<file path="src/rtl/rcc_char_uart_tx_if.sv">
// Character-in / serial-out bundle between the RCC stage, the UART transmitter and debug status.
interface rcc_char_uart_tx_if;
  logic [7:0]  dout;
  logic        dout_flag;
  logic        digit_clk;
  logic        ovf_clr;
  logic        tx;
  logic        busy;
  logic        fifo_full;
  logic        fifo_empty;
  logic        overflow;
  logic [15:0] tx_count;

  modport master (
    output dout, dout_flag, digit_clk, ovf_clr,
    input  tx, busy, fifo_full, fifo_empty, overflow, tx_count
  );

  modport slave (
    input  dout, dout_flag, digit_clk, ovf_clr,
    output tx, busy, fifo_full, fifo_empty, overflow, tx_count
  );
endinterface

</file>
<file path="src/rtl/rcc_char_uart_tx.sv">
// RCC character capture FIFO and 8N1-style UART serializer with sticky overflow and sent-frame counter.

// Purpose: generic synchronous FIFO, power-of-2 depth, registered full/empty.
// Latency: written entry is visible (empty low) the cycle after the push.
// Backpressure: push while full is refused unless a pop happens the same cycle.
module rcc_fifo #(
  parameter int WIDTH = 8,
  parameter int DEPTH = 8
) (
  input  logic             clk,
  input  logic             reset,
  input  logic             push_vld,
  input  logic [WIDTH-1:0] push_dat,
  input  logic             pop_rdy,
  output logic [WIDTH-1:0] pop_dat,
  output logic             full,
  output logic             empty
);
  localparam int AW = $clog2(DEPTH);

  logic [WIDTH-1:0] mem [DEPTH];
  logic [AW-1:0]    wr_ptr, rd_ptr;
  logic [AW:0]      cnt, cnt_nxt;
  logic             do_push, do_pop;

  assign do_pop  = pop_rdy & ~empty;
  assign do_push = push_vld & (~full | do_pop);
  assign pop_dat = mem[rd_ptr];

  always_comb begin
    cnt_nxt = cnt;
    if (do_push && !do_pop)
      cnt_nxt = cnt + 1'b1;
    else if (!do_push && do_pop)
      cnt_nxt = cnt - 1'b1;
  end

  always_ff @(posedge clk or posedge reset) begin
    if (reset) begin
      wr_ptr <= '0;
      rd_ptr <= '0;
      cnt    <= '0;
      full   <= 1'b0;
      empty  <= 1'b1;
    end else begin
      if (do_push) wr_ptr <= wr_ptr + 1'b1;
      if (do_pop)  rd_ptr <= rd_ptr + 1'b1;
      cnt   <= cnt_nxt;
      full  <= (cnt_nxt == (AW+1)'(DEPTH));
      empty <= (cnt_nxt == '0);
    end
  end

  // Storage needs no reset: discarded contents are unreachable once pointers clear.
  always_ff @(posedge clk) begin
    if (do_push) mem[wr_ptr] <= push_dat;
  end
endmodule

// Purpose: capture RCC characters on digit_clk rising edges and send them as UART frames.
// Latency: push edge -> FIFO valid next cycle -> start bit on tx the cycle after.
// Backpressure: none upstream; characters arriving at a full FIFO are dropped and flagged.
module rcc_char_uart_tx #(
  parameter int CLKS_PER_BIT = 16,
  parameter int FIFO_DEPTH   = 8,
  parameter int STOP_BITS    = 1
) (
  input logic               clk,
  input logic               reset,
  rcc_char_uart_tx_if.slave bus
);
  localparam int TW = $clog2(CLKS_PER_BIT);

  typedef enum logic [1:0] {IDLE, START, DATA, STOP} state_t;

  state_t        state, state_nxt;
  logic [TW-1:0] timer, timer_nxt;
  logic [2:0]    bit_idx, bit_nxt;
  logic [7:0]    shreg, sh_nxt;
  logic          tx_q, tx_nxt, busy_q, busy_nxt;
  logic [15:0]   tx_count;
  logic          dclk_q, push_vld, pop_rdy, sent, last_tick;
  logic          fifo_full, fifo_empty, ovf_q;
  logic [7:0]    pop_dat;

  assign push_vld  = bus.digit_clk & ~dclk_q & ~bus.dout_flag;
  assign last_tick = (timer == TW'(CLKS_PER_BIT - 1));

  rcc_fifo #(.WIDTH(8), .DEPTH(FIFO_DEPTH)) u_fifo (
    .clk      (clk),
    .reset    (reset),
    .push_vld (push_vld),
    .push_dat (bus.dout),
    .pop_rdy  (pop_rdy),
    .pop_dat  (pop_dat),
    .full     (fifo_full),
    .empty    (fifo_empty)
  );

  // A drop in the same cycle as a clear keeps the flag set.
  always_ff @(posedge clk or posedge reset) begin
    if (reset) begin
      dclk_q <= 1'b0;
      ovf_q  <= 1'b0;
    end else begin
      dclk_q <= bus.digit_clk;
      if (push_vld && fifo_full && !pop_rdy)
        ovf_q <= 1'b1;
      else if (bus.ovf_clr)
        ovf_q <= 1'b0;
    end
  end

  always_ff @(posedge clk or posedge reset) begin
    if (reset) begin
      state    <= IDLE;
      timer    <= '0;
      bit_idx  <= '0;
      shreg    <= '0;
      tx_q     <= 1'b1;
      busy_q   <= 1'b0;
      tx_count <= '0;
    end else begin
      state    <= state_nxt;
      timer    <= timer_nxt;
      bit_idx  <= bit_nxt;
      shreg    <= sh_nxt;
      tx_q     <= tx_nxt;
      busy_q   <= busy_nxt;
      tx_count <= tx_count + {15'd0, sent};
    end
  end

  always_comb begin
    state_nxt = state;
    timer_nxt = timer;
    bit_nxt   = bit_idx;
    sh_nxt    = shreg;
    pop_rdy   = 1'b0;
    sent      = 1'b0;
    case (state)
      IDLE: begin
        if (!fifo_empty) begin
          pop_rdy   = 1'b1;
          sh_nxt    = pop_dat;
          state_nxt = START;
          timer_nxt = '0;
          bit_nxt   = '0;
        end
      end
      START: begin
        if (last_tick) begin
          timer_nxt = '0;
          state_nxt = DATA;
        end else begin
          timer_nxt = timer + 1'b1;
        end
      end
      DATA: begin
        if (last_tick) begin
          timer_nxt = '0;
          if (bit_idx == 3'd7) begin
            state_nxt = STOP;
            bit_nxt   = '0;
          end else begin
            bit_nxt = bit_idx + 1'b1;
            sh_nxt  = {1'b0, shreg[7:1]};
          end
        end else begin
          timer_nxt = timer + 1'b1;
        end
      end
      STOP: begin
        if (last_tick) begin
          timer_nxt = '0;
          if (bit_idx == 3'(STOP_BITS - 1)) begin
            state_nxt = IDLE;
            sent      = 1'b1;
          end else begin
            bit_nxt = bit_idx + 1'b1;
          end
        end else begin
          timer_nxt = timer + 1'b1;
        end
      end
      default: state_nxt = IDLE;
    endcase
  end

  // tx/busy are decoded from the next state so the line itself comes straight off a flop.
  always_comb begin
    tx_nxt   = 1'b1;
    busy_nxt = (state_nxt != IDLE);
    case (state_nxt)
      START:   tx_nxt = 1'b0;
      DATA:    tx_nxt = sh_nxt[0];
      default: tx_nxt = 1'b1;
    endcase
  end

  assign bus.tx         = tx_q;
  assign bus.busy       = busy_q;
  assign bus.fifo_full  = fifo_full;
  assign bus.fifo_empty = fifo_empty;
  assign bus.overflow   = ovf_q;
  assign bus.tx_count   = tx_count;
endmodule
</file>
<file path="src/flat_wrapper.sv">
// flat-port wrapper written by rule: the top's interface ports become plain ports
module rcc_char_uart_tx_flat 
#(
  parameter int CLKS_PER_BIT = 16,
  parameter int FIFO_DEPTH   = 8,
  parameter int STOP_BITS    = 1
)
  (clk, reset, bus_dout, bus_dout_flag, bus_digit_clk, bus_ovf_clr, bus_tx, bus_busy, bus_fifo_full, bus_fifo_empty, bus_overflow, bus_tx_count);
  rcc_char_uart_tx_if bus_i ();
  input logic clk;
  input logic reset;
  input wire logic [$bits(bus_i.dout)-1:0] bus_dout;
  input wire logic [$bits(bus_i.dout_flag)-1:0] bus_dout_flag;
  input wire logic [$bits(bus_i.digit_clk)-1:0] bus_digit_clk;
  input wire logic [$bits(bus_i.ovf_clr)-1:0] bus_ovf_clr;
  output wire logic [$bits(bus_i.tx)-1:0] bus_tx;
  output wire logic [$bits(bus_i.busy)-1:0] bus_busy;
  output wire logic [$bits(bus_i.fifo_full)-1:0] bus_fifo_full;
  output wire logic [$bits(bus_i.fifo_empty)-1:0] bus_fifo_empty;
  output wire logic [$bits(bus_i.overflow)-1:0] bus_overflow;
  output wire logic [$bits(bus_i.tx_count)-1:0] bus_tx_count;
  assign bus_i.dout = bus_dout;
  assign bus_i.dout_flag = bus_dout_flag;
  assign bus_i.digit_clk = bus_digit_clk;
  assign bus_i.ovf_clr = bus_ovf_clr;
  assign bus_tx = bus_i.tx;
  assign bus_busy = bus_i.busy;
  assign bus_fifo_full = bus_i.fifo_full;
  assign bus_fifo_empty = bus_i.fifo_empty;
  assign bus_overflow = bus_i.overflow;
  assign bus_tx_count = bus_i.tx_count;
  rcc_char_uart_tx #(.CLKS_PER_BIT(CLKS_PER_BIT), .FIFO_DEPTH(FIFO_DEPTH), .STOP_BITS(STOP_BITS)) u_core (.clk(clk), .reset(reset), .bus(bus_i));
endmodule
</file>
<file path="config.mk">
export PLATFORM = sky130hd
export DESIGN_NAME = rcc_char_uart_tx_flat
export DESIGN_NICKNAME = d
export VERILOG_FILES = /design/src/rtl/rcc_char_uart_tx_if.sv /design/src/rtl/rcc_char_uart_tx.sv /design/src/flat_wrapper.sv
export SDC_FILE = /design/constraint.sdc
export NUM_CORES = 1
export LEC_CHECK = 0
export ABC_AREA = 1
export BUFFER_PORTS_ARGS = -buffer_cell sky130_fd_sc_hd__buf_4
export CAP_MARGIN = 40
export CORE_MARGIN = 2
export CORE_UTILIZATION = 25
export DETAILED_ROUTE_END_ITERATION = 6
export MAX_ROUTING_LAYER = met4
export PLACE_DENSITY = 0.44
export SLEW_MARGIN = 20
export SYNTH_ARGS = -nofsm -noshare
export SYNTH_HDL_FRONTEND = slang
export SYNTH_SLANG_ARGS = --single-unit
</file>
<file path="constraint.sdc">
create_clock -name clk -period 2.3 [get_ports clk]
set_input_delay 0 -clock clk [delete_from_list [all_inputs] [get_ports clk]]
set_output_delay 0 -clock clk [all_outputs]
set_load 0.02 [all_outputs]
</file>
== After elaboration in Yosys (flattened, before gate mapping) ==
Memory sizes are Yosys's and may differ from the RTL's.
Index checks and enable logic that the tools add are counted.

* Muxes and demuxes: 32
* Bitwise operators: 9
* Equal/unequal tests: 13
* Reduce and logical (&&, ||, !) cells: 17
* Add/subtract/negate cells: 7

{| class="wikitable"
|+ Operators by type and width
! operator !! number
|-
| $mux 8 || 3
|-
| $add 16x1->16 || 1
|-
| $mux 4 || 4
|-
| $pmux 8 s2 || 1
|-
| $mux 3 || 5
|-
| $mux 2 || 6
|-
| $add 3x1->3 const B || 3
|-
| $mux 1 || 9
|-
| $pmux 3 s3 || 1
|-
| $add 4x1->4 const B || 2
|-
| $eq 4x4->1 const B || 2
|-
| $pmux 2 s4 || 1
|-
| $pmux 4 s2 || 1
|-
| $eq 2x2->1 const B || 3
|-
| $ne 2x2->1 const B || 3
|-
| $reduce_bool 2->1 || 3
|-
| $reduce_and 5->1 || 1
|-
| $and 1x1->1 || 4
|-
| $eq 2x1->1 const B || 2
|-
| $logic_and 1x1->1 || 4
|-
| $logic_not 4->1 || 1
|-
| $ne 2x1->1 const B || 2
|-
| $not 1->1 || 4
|-
| $reduce_and 4->1 || 1
|-
| 9 further kinds || 11
|}

* Register bits: 49
* Word-level logic and storage cells: 94
* Memories kept: 1
* Input port bits: 13
* Memory bits (writable): 64
* Output and inout bits: 21

{| class="wikitable"
|+ Memories
! memory !! depth !! width !! read ports !! clocked after Yosys merged registers in !! write ports !! line !! text
|-
| u_core.u_fifo.mem || 8 || 8 || 1 || 0 || 1 || rcc_char_uart_tx.sv:21 || <nowiki>logic [WIDTH-1:0] mem [DEPTH];</nowiki>
|}

== Depth between registers and ports, before layout ==
Gate-level depths: netlist of the first run.

* Depth in word-level cells: 10
* Mapped depth: 14
* Gate-level depth less buffers: 14

== Hierarchy ==
Synthesis of the first run repeated with hierarchy kept, for this count alone.

* Cells, all modules: 447
* Area total of the unflattened synthesis: 5057.4 um^2

{| class="wikitable"
|+ Modules (own cells, without submodules)
! module !! area each (um^2) !! times used !! cells each !! seq. area each (um^2)
|-
| rcc_fifo || 3185.6 || 1 || 253 || 2223.4
|-
| rcc_char_uart_tx || 1871.8 || 1 || 194 || 927.1
|}

== Worst setup path before layout of the first run ==
Ideal clock, no wire load.

* Path kind: register -> register
* From: register u_core.state[1]
* To: memory u_core.u_fifo.mem[5][0] (enable)
* Arrival time: 1.653 ns
* Required time: 1.917 ns
* Library setup time: 0.383 ns
* Period minus slack after synthesis: 2.037 ns
* Cell stages (with the launch flop): 6
* Path buffers: 0
* Path slack: 0.263 ns
* Cell sequence: dfrtp_1 > nor2_4 > nand2_4 > a21oi_4 > nand2_1 > nor3_1

* Cells in the longest elaborated chain, start to end: 7

{| class="wikitable"
|+ Ends and longest elaborated chain
! item !! line !! text
|-
| start, declared || rcc_char_uart_tx.sv:76 || <nowiki>state_t state, state_nxt;</nowiki>
|-
| start signal, assigned || rcc_char_uart_tx.sv:124 || <nowiki>state <= state_nxt;</nowiki>
|-
| $logic_not 2->1 || rcc_char_uart_tx.sv:141 || <nowiki>case (state)</nowiki>
|-
| $mux 1 || rcc_char_uart_tx.sv:141 ||
|-
| $and 1x1->1 || rcc_char_uart_tx.sv:26 || <nowiki>assign do_pop = pop_rdy & ~empty;</nowiki>
|-
| $or 1x1->1 || rcc_char_uart_tx.sv:27 || <nowiki>assign do_push = push_vld & (~full | do_pop);</nowiki>
|-
| $and 1x1->1 || rcc_char_uart_tx.sv:27 ||
|-
| $mux 1 || rcc_char_uart_tx.sv:56 || <nowiki>if (do_push) mem[wr_ptr] <= push_dat;</nowiki>
|-
| $mux 1 (not written as such) || rcc_char_uart_tx.sv:56 ||
|-
| end, declared || rcc_char_uart_tx.sv:21 ||
|}

No other way between the ends.

== Worst setup path in the final report of the first run ==
* From: register u_core.timer[0]
* To: register u_core.tx_count[12] (netlist: u_core.bus.tx_count[12])

* Cells in the longest elaborated chain, start to end: 4

{| class="wikitable"
|+ Ends and longest elaborated chain
! item !! line !! text
|-
| start, declared || rcc_char_uart_tx.sv:77 || <nowiki>logic [TW-1:0] timer, timer_nxt;</nowiki>
|-
| start signal, assigned || rcc_char_uart_tx.sv:125 || <nowiki>timer <= timer_nxt;</nowiki>
|-
| $eq 4x4->1 || rcc_char_uart_tx.sv:87 || <nowiki>assign last_tick = (timer == TW'(CLKS_PER_BIT - 1));</nowiki>
|-
| $mux 1 || rcc_char_uart_tx.sv:174 || <nowiki>if (last_tick) begin</nowiki>
|-
| $mux 1 || rcc_char_uart_tx.sv:141 ||
|-
| $add 16x1->16 || rcc_char_uart_tx.sv:130 || <nowiki>tx_count <= tx_count + {15'd0, sent};</nowiki>
|-
| end signal, assigned || rcc_char_uart_tx.sv:130 ||
|-
| end, declared || rcc_char_uart_tx.sv:81 || <nowiki>logic [15:0] tx_count;</nowiki>
|}

No other way between the ends.
A chain may end at the register's enable or synchronous reset.

==> impl_results.md, run 1 <==
* Status: complete, no violations
* Final Setup Violations at 0
* Leak at between 0.002 and 0.003 uW
* Die width at between 100 and 150 um
* Xor and xnor area share after synthesis at 3.13%
* Cell row count at 51
* Clock latency on the worst-skew pair at 0.41 ns
* Clock buffer depth at 2
* Post-synthesis compound-gate area fraction at 7.07%
* Top Layer Used: met4
* CORE AREA at between 15000 and 20000 um2
* Period utilization at between 90% and 100%
* Total Wirelength at 11.3 mm
* Syn Inst Count at 475
* Startpoint Class: register
* DRT iter0 DRCs at 186
* Sequential fraction of the synthesis area at 62.5%
* Starting Density at 25.7%
* Area growth from synthesis to layout at 28.5%
* Vias at ~3500
* ANT nets after route at 0
* Comb pwr share at 7.7%
* Syn. warnings at 0
* Largest family of logic cells by synthesized area: simple AND/OR/NAND/NOR gates
* Switch share at roughly 23%
* Int Power at 4200 uW
* Fmax at between 400 and 500 MHz
* Commonest cells after routing, fill and taps aside: 73 x nand2_1, 64 x edfxtp_1, 61 x nor2_1
* RSZ-0062 raised after global routing: no
* Max VDD drop at 506 uV
* CTS tree: yes
* Dpl ws at approximately 0.085 ns
* Maxcap violations at 0
* Final Cell Area at around 6500 um2
* CTS buffer count at 17
* Worst Skew at 0.00955 ns
* CP endpoint kind: register
* WL per Instance at 13.7 um
* Synth Flop Type: edfxtp_1
* Mapped Nets at 498
* Vias per cell at between 4 and 5
* Netlist cell types at 40
* Dpl hpwl at 7.42 mm
* Setup TNS at 0 ns
* CP max FO at 4
* Simple-Gate Fraction of Synth Area at 20.7%
* GP Congestion at 0.782
* Die ar. at 21300 um2
* Post-synthesis adder-cell area fraction at around 2.5%
* CTS Root Cell: clkbuf_16
* Slew @ Worst Pin at 0.435 ns
* PnR worst setup slack at 0.169 ns
* Syn_area_per_cell at 10.6 um2
* WL met2 at 5.43 mm
* Detailed Routing Iterations Pass 1 at 4
* Number of global-route vias before repair at 3723
* Total GRT Usage at between 10% and 20%
* Commonest non-fill, non-tap cell in the layout: nand2_1
* Io pins at 34
* Nets@finish at 570
* FF+latch count, synth at 113
* Post-synth EDFFs at 64
* H-tree lvl count at 4
* Die H at 146 um
* ANT cells at 0
* Sum of routed wire segments on met1 at 5.25 mm
* Hold crit path type: input pin to register
* Clk slew on worst S/H paths at 0.05 ns
* Placed cell area at roughly 5700 um2
* Post-Syn Area at 5040 um2
* GRT overflow at 0
* Mux cell area share after synthesis at 0%
* WL met3 at 391 um
* Final Max Slew Viols at 0
* Minimum clock period at 2.13 ns
* Sequential power share at 43.2%
* FFs w/ async S/R, synth at 43.4%
* Worst setup path category: register to register
* PortBufs at 33
* Final Hold Vio Count at 0
* Net Switching at ~1200 uW
* Share of layout cells above drive strength 1 at just over 20%
* CP arrival at 2.46 ns
* First-pass GRT wire length at 18.8 mm
* Req. time, crit path at about 2.6 ns
* PwrDens at 836 nW/um2
* DRC Markers at 0
* Placed cells at 779
* Largest net degree at the start of global routing at 33
* Initial antenna violation count at 0
* Relative slew slack at a little under three quarters
* Non-filler cells, final at 825
* Clock Power Share at about half
* Clk sinks at 113
* Worst hold slack at 0.0287 ns
-- state kept, by name, summed over array words and instances, names as in the netlist --
register / cells
u_core.dclk_q: 1
u_core.state: 2
u_core.timer: 4
u_core.u_fifo.wr_ptr: 3
u_core.u_fifo.cnt: 4
u_core.bus.tx_count: 16
u_core.u_fifo.mem: 64
u_core.bit_idx: 3
u_core.u_fifo.empty: 1
u_core.bus.tx: 1
u_core.bus.busy: 1
u_core.u_fifo.full: 1
u_core.u_fifo.rd_ptr: 3
u_core.shreg: 8
u_core.bus.overflow: 1
-- logic make-up after synthesis --
family | after synthesis
AND/OR/NAND/NOR | 223
flip-flops | 113
AO/OA/AOI/OAI | 60
buffers and inverters | 51
XOR/XNOR | 18
adder cells (fa/ha/maj) | 10
-- cell usage after synthesis, types with 2 or more instances --
| library cell | instances | area, um2 |
|---|---|---|
| buf_1 | 2 | 7.51 |
| nand3_1 | 53 | 265 |
| edfxtp_1 | 64 | 1920 |
| dfrtp_1 | 47 | 1180 |
| nor3_2 | 3 | 30.0 |
| nor2_2 | 2 | 12.5 |
| ha_1 | 10 | 125 |
| inv_1 | 31 | 116 |
| nor2_1 | 64 | 240 |
| o21ai_0 | 34 | 170 |
| xor2_1 | 12 | 105 |
| nand4_1 | 7 | 43.8 |
| buf_2 | 3 | 15.0 |
| o21ai_1 | 2 | 10.0 |
| inv_2 | 4 | 15.0 |
| clkbuf_1 | 7 | 26.3 |
| nor2_4 | 3 | 33.8 |
| nor3_1 | 5 | 25.0 |
| nand2_4 | 2 | 22.5 |
| o211ai_1 | 14 | 105 |
| dfstp_2 | 2 | 52.6 |
| xnor2_1 | 6 | 52.6 |
| nand2_2 | 2 | 12.5 |
| nor3b_1 | 2 | 15.0 |
| nand2_1 | 74 | 278 |
| a21oi_1 | 6 | 30.0 |
-- path summary, 6_finish.rpt --
check                                         from                       to  slack (ns)  depth (start not counted)
min                                  bus_dout_flag      u_core.u_fifo.empty        0.03                          6
min in group asynchronous                    reset   u_core.bus.tx_count[5]        0.14                          3
max in group asynchronous                    reset      u_core.u_fifo.empty        1.51                          4
min reg2reg                u_core.bus.tx_count[15]  u_core.bus.tx_count[15]        0.49                          1
max                                u_core.timer[0]  u_core.bus.tx_count[12]        0.17                         13
max reg2reg                        u_core.timer[0]  u_core.bus.tx_count[12]        0.17                         13
-- layout make-up --
cell class	count	area [um2]
Timing Repair Buffer	67	531
Fill cell	2036	13200
Sequential cell	113	3150
Inverter	37	141
Multi-Input combinational cell	311	1720
Clock buffer	19	433
Tap cell	265	332
Clock inverter	13	168
-- through the flow --
stage	total power (uW)	utilization (%)
2_1_floorplan	2640	-
3_3_place_gp	2780	29.0
3_5_place_dp	2780	29.0
4_1_cts	5490	32.6
5_1_grt	5670	33.0
6_report	5420	33.0
-- critical path, stage by stage, from the launching register on --
cell	delay [ns]
dfrtp_1	0.41
ha_4	0.16
nand2_1	0.07
nor2_2	0.17
nand2_2	0.10
nor2_4	0.12
ha_2	0.18
nand2_1	0.11
nor2_4	0.11
nand2_1	0.09
nor2_4	0.15
nand2_1	0.11
nor2_2	0.11
xor2_1	0.16
-- routing by layer --
layer,vias up,global-route usage (%)
met1,1695,13.9
met3,17,3.81
li1,1775,-
met4,0,4.81
met2,45,18.5
met5,-,-
-- repair_timing --
action | CTS | global route
endpoints found under the setup margin | 0 | 6
buffers inserted | 0 | 3
hold buffers | 11 | 0
hold endpoints to repair | 85 | 0
gates resized for setup | 0 | 10
-- power by group through the flow --
stage / clock, uW / combinational [uW] / sequential [uW]
2_1_floorplan: 0 / 281 / 2360
5_1_grt: 2830 / 484 / 2350
6_report: 2660 / 417 / 2340
3_3_place_gp: 0 / 403 / 2380
4_1_cts: 2730 / 424 / 2340
3_5_place_dp: 0 / 407 / 2380
(Power assumes the default switching activity.)
==> inputs of run 2 (changes only) <==
--- a/config.mk
+++ b/config.mk
@@ -10,10 +10,11 @@
 export CAP_MARGIN = 40
 export CORE_MARGIN = 2
 export CORE_UTILIZATION = 25
+export CTS_BUF_LIST = sky130_fd_sc_hd__clkbuf_2
 export DETAILED_ROUTE_END_ITERATION = 6
 export MAX_ROUTING_LAYER = met4
 export PLACE_DENSITY = 0.44
-export SLEW_MARGIN = 20
+export SLEW_MARGIN = 0
 export SYNTH_ARGS = -nofsm -noshare
 export SYNTH_HDL_FRONTEND = slang
 export SYNTH_SLANG_ARGS = --single-unit
==> impl_results.md, run 2 (synthesized netlist as in run 1, its figures left out) <==
* Die width at 146 um
* Max VDD drop at just under 400 uV
* Largest net degree at the start of global routing at 33
* Share of layout cells above drive strength 1 at approximately a fifth
* Critical path's top delay family: simple AND/OR/NAND/NOR gates
* Non-filler cells, final at ~830
* ANT cells at 0
* Detailed Routing Iterations Pass 1 at 4
* Commonest non-fill, non-tap cell in the layout: nand2_1
* Req. time, crit path at approximately 2.9 ns
* Worst hold slack at 0.122 ns
* Startpoint Class: register
* Biggest register: u_core.u_fifo.mem
* Hold crit path type: input pin to register
* Area growth from synthesis to layout at 22.4%
* Slowest CP cell: dfrtp_1
* ANT nets after route at 0
* Setup TNS at 0 ns
* PwrDens at 681 nW/um2
* Dpl ws at 0.0846 ns
* Clock latency on the worst-skew pair at 0.66 ns
* CORE AREA at 19700 um2
* Die ar. at between 20000 and 25000 um2
* Dpl hpwl at 7.42 mm
* Maxcap violations at 0
* Status: complete, no violations
* First-pass GRT wire length at 18.9 mm
* CTS tree: yes
* Fmax at 480 MHz
* Cell row count at 51
* CTS buffer count at 17
* DRC Markers at 0
* GRT overflow at 0
* Clk slew on worst S/H paths at 0.19 ns
* Reg-to-reg startpoint: u_core.bit_idx[0]
* Worst Setup EP: u_core.bus.tx_count[12]
* Max reg flops at 64
* GP Congestion at 0.782
* Placed cells at between 700 and 800
* H-tree lvl count at 4
* CTS Root Cell: clkbuf_2
* Reg2reg path depth at 14
* Final core occ at approximately a third
* CP Buf/Inv Count at 2
* Final Hold Vio Count at 0
* Vias at 3537
* Critical R2R Capture: u_core.bus.tx_count[12]
* Critical path depth in cells at 14
* CP endpoint kind: register
* Largest regs: u_core.u_fifo.mem x64, u_core.bus.tx_count x16, u_core.shreg x8
* R2R Setup Slk at ~0.21 ns
* PnR worst setup slack at between 0.2 and 0.25 ns
* Io pins at 34
* Nets@finish at about 570
* Final Max Slew Viols at 0
* Worst setup path category: register to register
* Total GRT Usage at 11.7%
* Commonest cells after routing, fill and taps aside: 71 x nand2_1, 64 x edfxtp_1, 61 x nor2_1
* Vias per cell at 4.27
* Minimum clock period at between 2 and 2.5 ns
* CP arrival at 2.66 ns
* Starting Density at about a quarter
* DRT iter0 DRCs at 188
* Period utilization at 90.7%
* WL per Instance at 13.7 um
* Number of global-route vias before repair at 3762
* CP max FO at 4
* Final Setup Violations at 0
* Critical-path cell list: inv_1 -> ha_1 -> inv_1 -> nor2_2 -> nand2_2 -> nor2_4 -> ha_2 -> nand2_2 -> nor2_4 -> nand2_1 -> nor2_4 -> nand2_2 -> nor2_2 -> xor2_1
* Slew @ Worst Pin at about 0.43 ns
* Initial antenna violation count at 0
* CP max stage delay at approximately 0.43 ns
* Filler Cell Count at about 2100
* Crit path launch: u_core.bit_idx[0]
* RSZ-0062 raised after global routing: no
* Die H at roughly 150 um
* Clk sinks at 113
* Total Wirelength at 11.3 mm
* Worst Skew at between 0.04 and 0.05 ns
* Relative slew slack at 71.1%
* Clock buffer depth at 2
* Leak at 0.00250 uW
* PortBufs at 33
run 2: where the power goes:
part           leakage (uW)  total, uW  switching (uW)  internal (uW)
combinational       0.00113        422             259            163
clock              0.000162       1450             738            707
sequential          0.00120       2330            87.5           2250
run 2: per-layer routing:
layer	vias up	global-route usage, %	share of wire (%)
met2	49	18.8	48
met4	0	5.10	1.7
met3	14	3.16	3.0
li1	1778	-	-
met1	1696	13.9	47
met5	-	-	0
run 2: per-stage QoR:
| step | total power [uW] | instance area (um2) |
|---|---|---|
| 6_report | 4200 | 6170 |
| 5_1_grt | 4450 | 6170 |
| 4_1_cts | 4270 | 6130 |
| 3_5_place_dp | 2780 | 5710 |
| 3_3_place_gp | 2780 | 5710 |
| 2_1_floorplan | 2640 | 5040 |
run 2: worst min-delay path by stage:
stage	startpoint	end	slack, ns	cells after the start
6_report	bus_dout[2]	u_core.u_fifo.mem[5][2]	0.12	2
5_1_grt	bus_dout[5]	u_core.u_fifo.mem[3][5]	0.02	2
4_1_cts	bus_dout[6]	u_core.u_fifo.mem[6][6]	0.02	2
3_5_place_dp	reset	u_core.bus.tx_count[14]	0.04	2
3_3_place_gp	reset	u_core.bus.tx_count[14]	0.04	2
2_1_floorplan	bus_digit_clk	u_core.dclk_q	0.03	0
run 2: what timing repair did:
item,in CTS,in global routing
hold buffers,16,0
buffers inserted,0,1
endpoints found under the setup margin,0,6
endpoints found under the hold margin,124,0
resized for setup,0,11
run 2: final cells by class:
type                            instances  area [um2]  share of cell area, %
Clock buffer                           19        95.1                   1.54
Clock inverter                         13         168                   2.72
Inverter                               37         141                   2.29
Multi-Input combinational cell        311        1720                   27.9
Sequential cell                       113        3150                   51.1
Tap cell                              265         332                   5.37
Timing Repair Buffer                   70         566                   9.16
